===== config.mk =====
export PLATFORM = sky130hd
export DESIGN_NAME = uart_rx_fifo
export DESIGN_NICKNAME = d
export VERILOG_FILES = /design/src/rtl/uart_pkg.sv /design/src/rtl/sync_fifo.sv /design/src/rtl/uart_rx_fifo.sv
export SDC_FILE = /design/constraint.sdc
export NUM_CORES = 1
export LEC_CHECK = 0
export BUFFER_PORTS_ARGS = -buffer_cell sky130_fd_sc_hd__buf_2
export CAP_MARGIN = 20
export CORE_MARGIN = 2
export CORE_UTILIZATION = 55
export DETAILED_ROUTE_END_ITERATION = 8
export PLACE_DENSITY = 0.73
export SLEW_MARGIN = 30
export SYNTH_ARGS = -nofsm -noshare
export SYNTH_HDL_FRONTEND = slang
export SYNTH_HIERARCHICAL = 1
export SYNTH_SLANG_ARGS = --single-unit

===== constraint.sdc =====
create_clock -name clk -period 5.8 [get_ports clk]
set_input_delay 0.29 -clock clk [delete_from_list [all_inputs] [get_ports clk]]
set_output_delay 0.29 -clock clk [all_outputs]
set_load 0.02 [all_outputs]

===== src/rtl/uart_pkg.sv =====
// Shared definitions for the UART receive path.
//   DATA_BITS     : payload bits per 8N1 frame
//   CLKS_PER_BIT  : clocks per bit at the default 100 MHz / 115200 baud
//   clks_per_bit  : clocks per bit for any clock/baud pair (integer-truncated)
//   rx_state_t    : receiver FSM states
package uart_pkg;

  localparam int unsigned DATA_BITS    = 8;
  localparam int unsigned CLKS_PER_BIT = 100_000_000 / 115_200;

  function automatic int unsigned clks_per_bit(input int unsigned clk_freq,
                                               input int unsigned baud);
    return clk_freq / baud;
  endfunction

  typedef enum logic [2:0] {
    IDLE,
    START,
    DATA,
    STOP,
    WAIT_HIGH
  } rx_state_t;

endpackage


===== src/rtl/sync_fifo.sv =====
// Synchronous FIFO with registered storage and a head-of-queue read port.
//   i_clk, i_rst_n          : clock, asynchronous active-low reset
//   i_push, i_push_data     : write request and data (ignored when full unless popping)
//   i_pop                   : read request (ignored when empty)
//   o_head                  : entry at the read pointer
//   o_full, o_empty, o_count: occupancy status
module sync_fifo #(
  parameter int unsigned WIDTH = 8,
  parameter int unsigned DEPTH = 4
) (
  input  logic                     i_clk,
  input  logic                     i_rst_n,
  input  logic                     i_push,
  input  logic [WIDTH-1:0]         i_push_data,
  input  logic                     i_pop,
  output logic [WIDTH-1:0]         o_head,
  output logic                     o_full,
  output logic                     o_empty,
  output logic [$clog2(DEPTH):0]   o_count
);

  localparam int unsigned PtrW = $clog2(DEPTH);
  localparam int unsigned CntW = PtrW + 1;

  logic [WIDTH-1:0] r_mem [DEPTH];
  logic [PtrW-1:0]  r_wptr;
  logic [PtrW-1:0]  r_rptr;
  logic [CntW-1:0]  r_count;

  logic w_do_pop;
  logic w_do_push;

  assign o_full  = (r_count == CntW'(DEPTH));
  assign o_empty = (r_count == '0);
  assign o_count = r_count;
  assign o_head  = r_mem[r_rptr];

  // A pop in the same cycle frees the slot, so a push into a full FIFO still lands.
  assign w_do_pop  = i_pop && !o_empty;
  assign w_do_push = i_push && (!o_full || w_do_pop);

  always_ff @(posedge i_clk or negedge i_rst_n) begin
    if (!i_rst_n) begin
      for (int i = 0; i < DEPTH; i++) begin
        r_mem[i] <= '0;
      end
      r_wptr  <= '0;
      r_rptr  <= '0;
      r_count <= '0;
    end else begin
      if (w_do_push) begin
        r_mem[r_wptr] <= i_push_data;
        r_wptr        <= r_wptr + 1'b1;
      end
      if (w_do_pop) begin
        r_rptr <= r_rptr + 1'b1;
      end
      case ({w_do_push, w_do_pop})
        2'b10:   r_count <= r_count + 1'b1;
        2'b01:   r_count <= r_count - 1'b1;
        default: r_count <= r_count;
      endcase
    end
  end

endmodule


===== src/rtl/uart_rx_fifo.sv =====
// 8N1 UART receiver feeding a small receive FIFO read through valid/ready.
//   clk, reset   : system clock, asynchronous active-low reset
//   rx           : serial input, idle high, asynchronous to clk
//   rd_data      : head-of-FIFO byte, meaningful while rd_valid=1
//   rd_valid     : FIFO not empty
//   rd_ready     : consumer accepts rd_data on a rising edge with rd_valid=1
//   frame_err    : one-cycle pulse when a stop bit samples low
//   overrun      : sticky, a byte was dropped on a full FIFO
//   clr_overrun  : synchronous clear of overrun (a same-cycle overrun wins)
//   count        : FIFO occupancy
module uart_rx_fifo
  import uart_pkg::*;
#(
  parameter int unsigned CLK_FREQ   = 100_000_000,
  parameter int unsigned BAUD       = 115_200,
  parameter int unsigned FIFO_DEPTH = 4
) (
  input  logic                          clk,
  input  logic                          reset,
  input  logic                          rx,
  output logic [DATA_BITS-1:0]          rd_data,
  output logic                          rd_valid,
  input  logic                          rd_ready,
  output logic                          frame_err,
  output logic                          overrun,
  input  logic                          clr_overrun,
  output logic [$clog2(FIFO_DEPTH):0]   count
);

  localparam int unsigned Cpb  = clks_per_bit(CLK_FREQ, BAUD);
  localparam int unsigned CntW = (Cpb > 1) ? $clog2(Cpb) : 1;
  localparam int unsigned BitW = $clog2(DATA_BITS);

  localparam logic [CntW-1:0] CntHalf = CntW'(Cpb / 2 - 1);
  localparam logic [CntW-1:0] CntFull = CntW'(Cpb - 1);
  localparam logic [BitW-1:0] LastBit = BitW'(DATA_BITS - 1);

  logic                 r_sync1;
  logic                 r_sync2;
  rx_state_t            r_state;
  logic [CntW-1:0]      r_cnt;
  logic [BitW-1:0]      r_bit_idx;
  logic [DATA_BITS-1:0] r_shift;
  logic                 r_frame_err;
  logic                 r_overrun;

  logic w_rxs;
  logic w_cnt_zero;
  logic w_push;
  logic w_pop;
  logic w_full;
  logic w_empty;
  logic w_drop;

  // Two-flop synchronizer; resets to the idle line level so no false start is seen.
  always_ff @(posedge clk or negedge reset) begin
    if (!reset) begin
      r_sync1 <= 1'b1;
      r_sync2 <= 1'b1;
    end else begin
      r_sync1 <= rx;
      r_sync2 <= r_sync1;
    end
  end

  assign w_rxs      = r_sync2;
  assign w_cnt_zero = (r_cnt == '0);

  always_ff @(posedge clk or negedge reset) begin
    if (!reset) begin
      r_state     <= IDLE;
      r_cnt       <= '0;
      r_bit_idx   <= '0;
      r_shift     <= '0;
      r_frame_err <= 1'b0;
    end else begin
      r_frame_err <= 1'b0;
      unique case (r_state)
        IDLE: begin
          if (!w_rxs) begin
            // Half a bit lands the next samples at mid-bit.
            r_cnt   <= CntHalf;
            r_state <= START;
          end
        end
        START: begin
          if (w_cnt_zero) begin
            if (w_rxs) begin
              r_state <= IDLE;
            end else begin
              r_cnt     <= CntFull;
              r_bit_idx <= '0;
              r_state   <= DATA;
            end
          end else begin
            r_cnt <= r_cnt - 1'b1;
          end
        end
        DATA: begin
          if (w_cnt_zero) begin
            r_shift <= {w_rxs, r_shift[DATA_BITS-1:1]};
            r_cnt   <= CntFull;
            if (r_bit_idx == LastBit) begin
              r_state <= STOP;
            end else begin
              r_bit_idx <= r_bit_idx + 1'b1;
            end
          end else begin
            r_cnt <= r_cnt - 1'b1;
          end
        end
        STOP: begin
          if (w_cnt_zero) begin
            if (w_rxs) begin
              r_state <= IDLE;
            end else begin
              r_frame_err <= 1'b1;
              r_state     <= WAIT_HIGH;
            end
          end else begin
            r_cnt <= r_cnt - 1'b1;
          end
        end
        WAIT_HIGH: begin
          // Holding here keeps a break from raising repeated frame errors.
          if (w_rxs) begin
            r_state <= IDLE;
          end
        end
        default: r_state <= IDLE;
      endcase
    end
  end

  // The push happens on the same edge that samples a good stop bit.
  assign w_push = (r_state == STOP) && w_cnt_zero && w_rxs;
  assign w_pop  = rd_ready && !w_empty;
  assign w_drop = w_push && w_full && !w_pop;

  always_ff @(posedge clk or negedge reset) begin
    if (!reset) begin
      r_overrun <= 1'b0;
    end else if (w_drop) begin
      r_overrun <= 1'b1;
    end else if (clr_overrun) begin
      r_overrun <= 1'b0;
    end
  end

  sync_fifo #(
    .WIDTH (DATA_BITS),
    .DEPTH (FIFO_DEPTH)
  ) u_fifo (
    .i_clk       (clk),
    .i_rst_n     (reset),
    .i_push      (w_push),
    .i_push_data (r_shift),
    .i_pop       (rd_ready),
    .o_head      (rd_data),
    .o_full      (w_full),
    .o_empty     (w_empty),
    .o_count     (count)
  );

  assign rd_valid  = !w_empty;
  assign frame_err = r_frame_err;
  assign overrun   = r_overrun;

endmodule


==> reports/metrics.csv <==
stage,metric,value,unit
clock_network,"Setup Fix Bufs, Post-CTS",0,
timing,setup total negative slack,0,ns
timing,endpoints failing hold,0,
setup_path,WP data required,6.02,ns
cells_and_area,"commonest non-fill, non-tap cells in the layout","dfrtp_1, mux2_2, buf_2",
clock_network,CTS buffer count,9,
global_routing,first-pass GRT wire length,10000,um
yosys,sequential area share after synthesis,0.501,
global_routing,antenna violations before repair,0,
timing,slew of the pin with the lowest slew margin,0.810,ns
status,outcome,"finished, final reports clean",
clock_network,# H-tree levels,3,
clock_network,clock latency on the worst-skew pair,0.34,ns
clock_network,Bufs on Longest Clock Path,2,
clock_network,CTS Sinks,67,
global_routing,M2 GR Usage,0.328,
yosys,largest cells by area after synthesis,"dfrtp_1, mux2_2, mux4_2, ha_1, mux2_4",
power,Flop pwr share,0.472,
setup_path,Setup CP Type,flop to flop,
yosys,Synth Instances,255,
detailed_routing,final WL,6160,um
placement,number of port buffers,18,
setup_path,worst r2r src,r_cnt[5]$_DFFE_PN0P_,
cells_and_area,layout cells sized above 1,0.358,
job,max cap viols,0,
timing,relative slew slack,0.460,
setup_path,critical path capture point type,flop,
cells_and_area,Filler cells,459,
global_routing,GRT overflow,0,
detailed_routing,drt wl/cell,17.3,um
global_routing,met3 Use GR,0.0407,
clock_network,Clock transition at path regs,0.07,ns
floorplan,Die ar.,6730,um^2
yosys,mapped cell area,3350,um^2
setup_path,CP cell instances,"or4_4, nor3_1, and3_1, or2b_2, ha_1, inv_1, fa_1, xor2_1, nor2_1, xor2_1",
clock_network,Root Buffer,clkbuf_8,
timing,Final Max Tran Viols,0,
cells_and_area,Finished Core Util,0.635,
placement,DPL Wire Length,4100,um
global_routing,pin count of the biggest net entering global routing,68,
hold_path,worst hold endpoint,r_sync1$_DFF_PN1_,
floorplan,Die Width,82.0,um
floorplan,core area,5890,um^2
setup_path,RR Endpoint,u_fifo/o_count[2]$_DFFE_PN0P_,
clock_network,cts hold-fix bufs,0,
hold_path,Min-Delay Path Class,input pin to flop,
setup_path,worst-case reg-to-reg path depth,10,
setup_path,max incr delay on CP,0.62,ns
global_routing,number of global-route vias before repair,2062,
hold_path,hold_sp,rx,
global_routing,GRT busiest layer,met2,
floorplan,starting density of the core,0.569,
detailed_routing,vias,2125,
setup_path,crit path max fanout,7,
cells_and_area,Syn-to-layout area delta,11.7,%
power,Internal,0.850,mW
timing,post-route minimum period,3.06,ns
timing,worst-case clock skew,0.00853,ns
timing,Fmax,0.327,GHz
power,Gate power share,0.113,
detailed_routing,drt pass-1 iters,4,
floorplan,die span in y,82.0,um
cells_and_area,Finished Layout Cells,357,
yosys,synth warn,6,
cells_and_area,Nets,292,
power,Pwr Density,307,nW/um^2
yosys,number of synthesized flops with an enable pin,0,
power,switching power total,0.297,mW
detailed_routing,vias per cell,5.95,
timing,Final setup violation count,0,
timing,Final period util,0.527,
yosys,cell taking the most area after synthesis,dfrtp_1,
timing,RSZ-0062 raised after global routing,false,
yosys,synthesized flop and latch total,67,
placement,Placer Congestion,0.840,
placement,Placed Cells,341,
setup_path,Worst EP arrival,3.28,ns
yosys,syn_area_per_cell,13.1,um^2
power,leak pwr,1.79,nW
yosys,Synth Net Count,270,
yosys,asr flop ratio synth,1.00,
clock_network,cts repair resizes,0,
setup_path,flop-to-flop setup slack,2.74,ns
yosys,top cell type's share of synthesized area,0.486,
power,part of the power in the clock network,0.415,
global_routing,GRT Util Overall,0.203,
hold_path,worst hold path depth,1,
detailed_routing,final antenna-violating net count,0,
yosys,Post-synth top flop,dfrtp_1,
floorplan,Site Rows,28,
floorplan,top-level port count,19,
power,Sw Share,0.259,
cells_and_area,antenna diode count,0,
setup_path,"most used cell, CP",xor2_1,
global_routing,met1 usage in global routing,0.259,
setup_path,CP startpoint kind,flop,
power,peak supply drop,0.000235,V
cells_and_area,"commonest non-fill, non-tap cell in the layout",dfrtp_1,
clock_network,TritonCTS clock tree,built,
detailed_routing,Initial DRC Count,81,
setup_path,critical path's slowest cell,or4_4,
detailed_routing,drt drc,0,
yosys,"Distinct cells, synth",59,
layer usage:
layer | up-vias | wire (um) | part of all wire
met5 | - | 0 | 0
met4 | 0 | 114 | 0.019
met3 | 10 | 180 | 0.029
met2 | 40 | 3050 | 0.49
met1 | 1079 | 2820 | 0.46
li1 | 996 | - | -
worst max-delay path, delay by kind of cell, from the launching register on:
kind / cells / cell delay [ns]
buffers and inverters: 1 / 0.07
xor gates and xnor gates: 2 / 0.28
adders and majority gates: 2 / 0.39
and+or+nand+nor: 5 / 1.75
DFF: 1 / 0.45
how the worst max path moves through the flow:
stage,cells after the start,startpoint,to
2_1_floorplan,10,r_cnt[5]$_DFFE_PN0P_,u_fifo/o_count[2]$_DFFE_PN0P_
3_3_place_gp,10,r_cnt[5]$_DFFE_PN0P_,u_fifo/o_count[2]$_DFFE_PN0P_
3_5_place_dp,10,r_cnt[5]$_DFFE_PN0P_,u_fifo/o_count[2]$_DFFE_PN0P_
4_1_cts,10,r_cnt[5]$_DFFE_PN0P_,u_fifo/o_count[2]$_DFFE_PN0P_
5_1_grt,10,r_cnt[5]$_DFFE_PN0P_,u_fifo/o_count[2]$_DFFE_PN0P_
6_report,10,r_cnt[5]$_DFFE_PN0P_,u_fifo/o_count[2]$_DFFE_PN0P_
cells by family (layout without fill, tap and decap cells):
| family | Yosys count | in the layout | synth area share |
|---|---|---|---|
| simple gates | 65 | 65 | 0.122 |
| flops | 67 | 67 | 0.501 |
| xor+xnor | 6 | 6 | 0.0157 |
| mux | 53 | 53 | 0.212 |
| fa+ha+maj | 10 | 10 | 0.0396 |
| compound gates | 33 | 33 | 0.0789 |
| buf+inv | 21 | 48 | 0.0299 |
cell usage after synthesis (3+ instances only):
| library cell | count |
|---|---|
| mux2_2 | 34 |
| nor4_1 | 3 |
| mux2_4 | 7 |
| a21oi_1 | 5 |
| a31oi_1 | 4 |
| xnor2_1 | 3 |
| nor2_1 | 10 |
| and3_1 | 4 |
| nand2b_1 | 3 |
| nor2_2 | 4 |
| nand3_1 | 4 |
| nor3_1 | 7 |
| o21ai_0 | 3 |
| mux4_2 | 8 |
| a221oi_1 | 3 |
| nand4_1 | 3 |
| ha_1 | 9 |
| o2bb2ai_1 | 3 |
| inv_1 | 13 |
| xor2_1 | 3 |
| dfrtp_1 | 65 |
| nand2_1 | 10 |
layout make-up:
type	instances	area [um^2]	area share
Clock buffer	10	138	0.0368
Clock inverter	6	113	0.0301
Inverter	13	48.8	0.0131
Multi-Input combinational cell	167	1570	0.420
Sequential cell	67	1680	0.449
Tap cell	75	93.8	0.0251
Timing Repair Buffer	19	97.6	0.0261
sequential cells by signal, indices dropped and copies added (netlist names), 2 cells and up:
name	count
u_fifo/r_mem	32
r_cnt	10
r_shift	8
r_bit_idx	3
r_state	3
u_fifo/o_count	3
u_fifo/r_rptr	2
u_fifo/r_wptr	2
per-stage QoR:
stage / cell area (um^2) / total power, mW / hold slack (ns) / setup WS [ns]
floorplan: 3350 / 0.640 / -0.00559 / 2.98
global placement: 3490 / 0.681 / 0.346 / 2.82
detailed placement: 3490 / 0.684 / 0.351 / 2.76
CTS: 3740 / 1.16 / 0.0330 / 2.73
global route: 3740 / 1.20 / 0.0283 / 2.56
finish: 3740 / 1.15 / 0.0450 / 2.74
power groups by stage:
stage          clock [mW]  sequential (mW)  combinational [mW]
2_1_floorplan           0            0.529               0.111
3_3_place_gp            0            0.553               0.129
3_5_place_dp            0            0.552               0.132
4_1_cts             0.486            0.543               0.132
5_1_grt             0.512            0.546               0.144
6_report            0.476            0.542               0.129
Power figures use the tool's default switching activity.
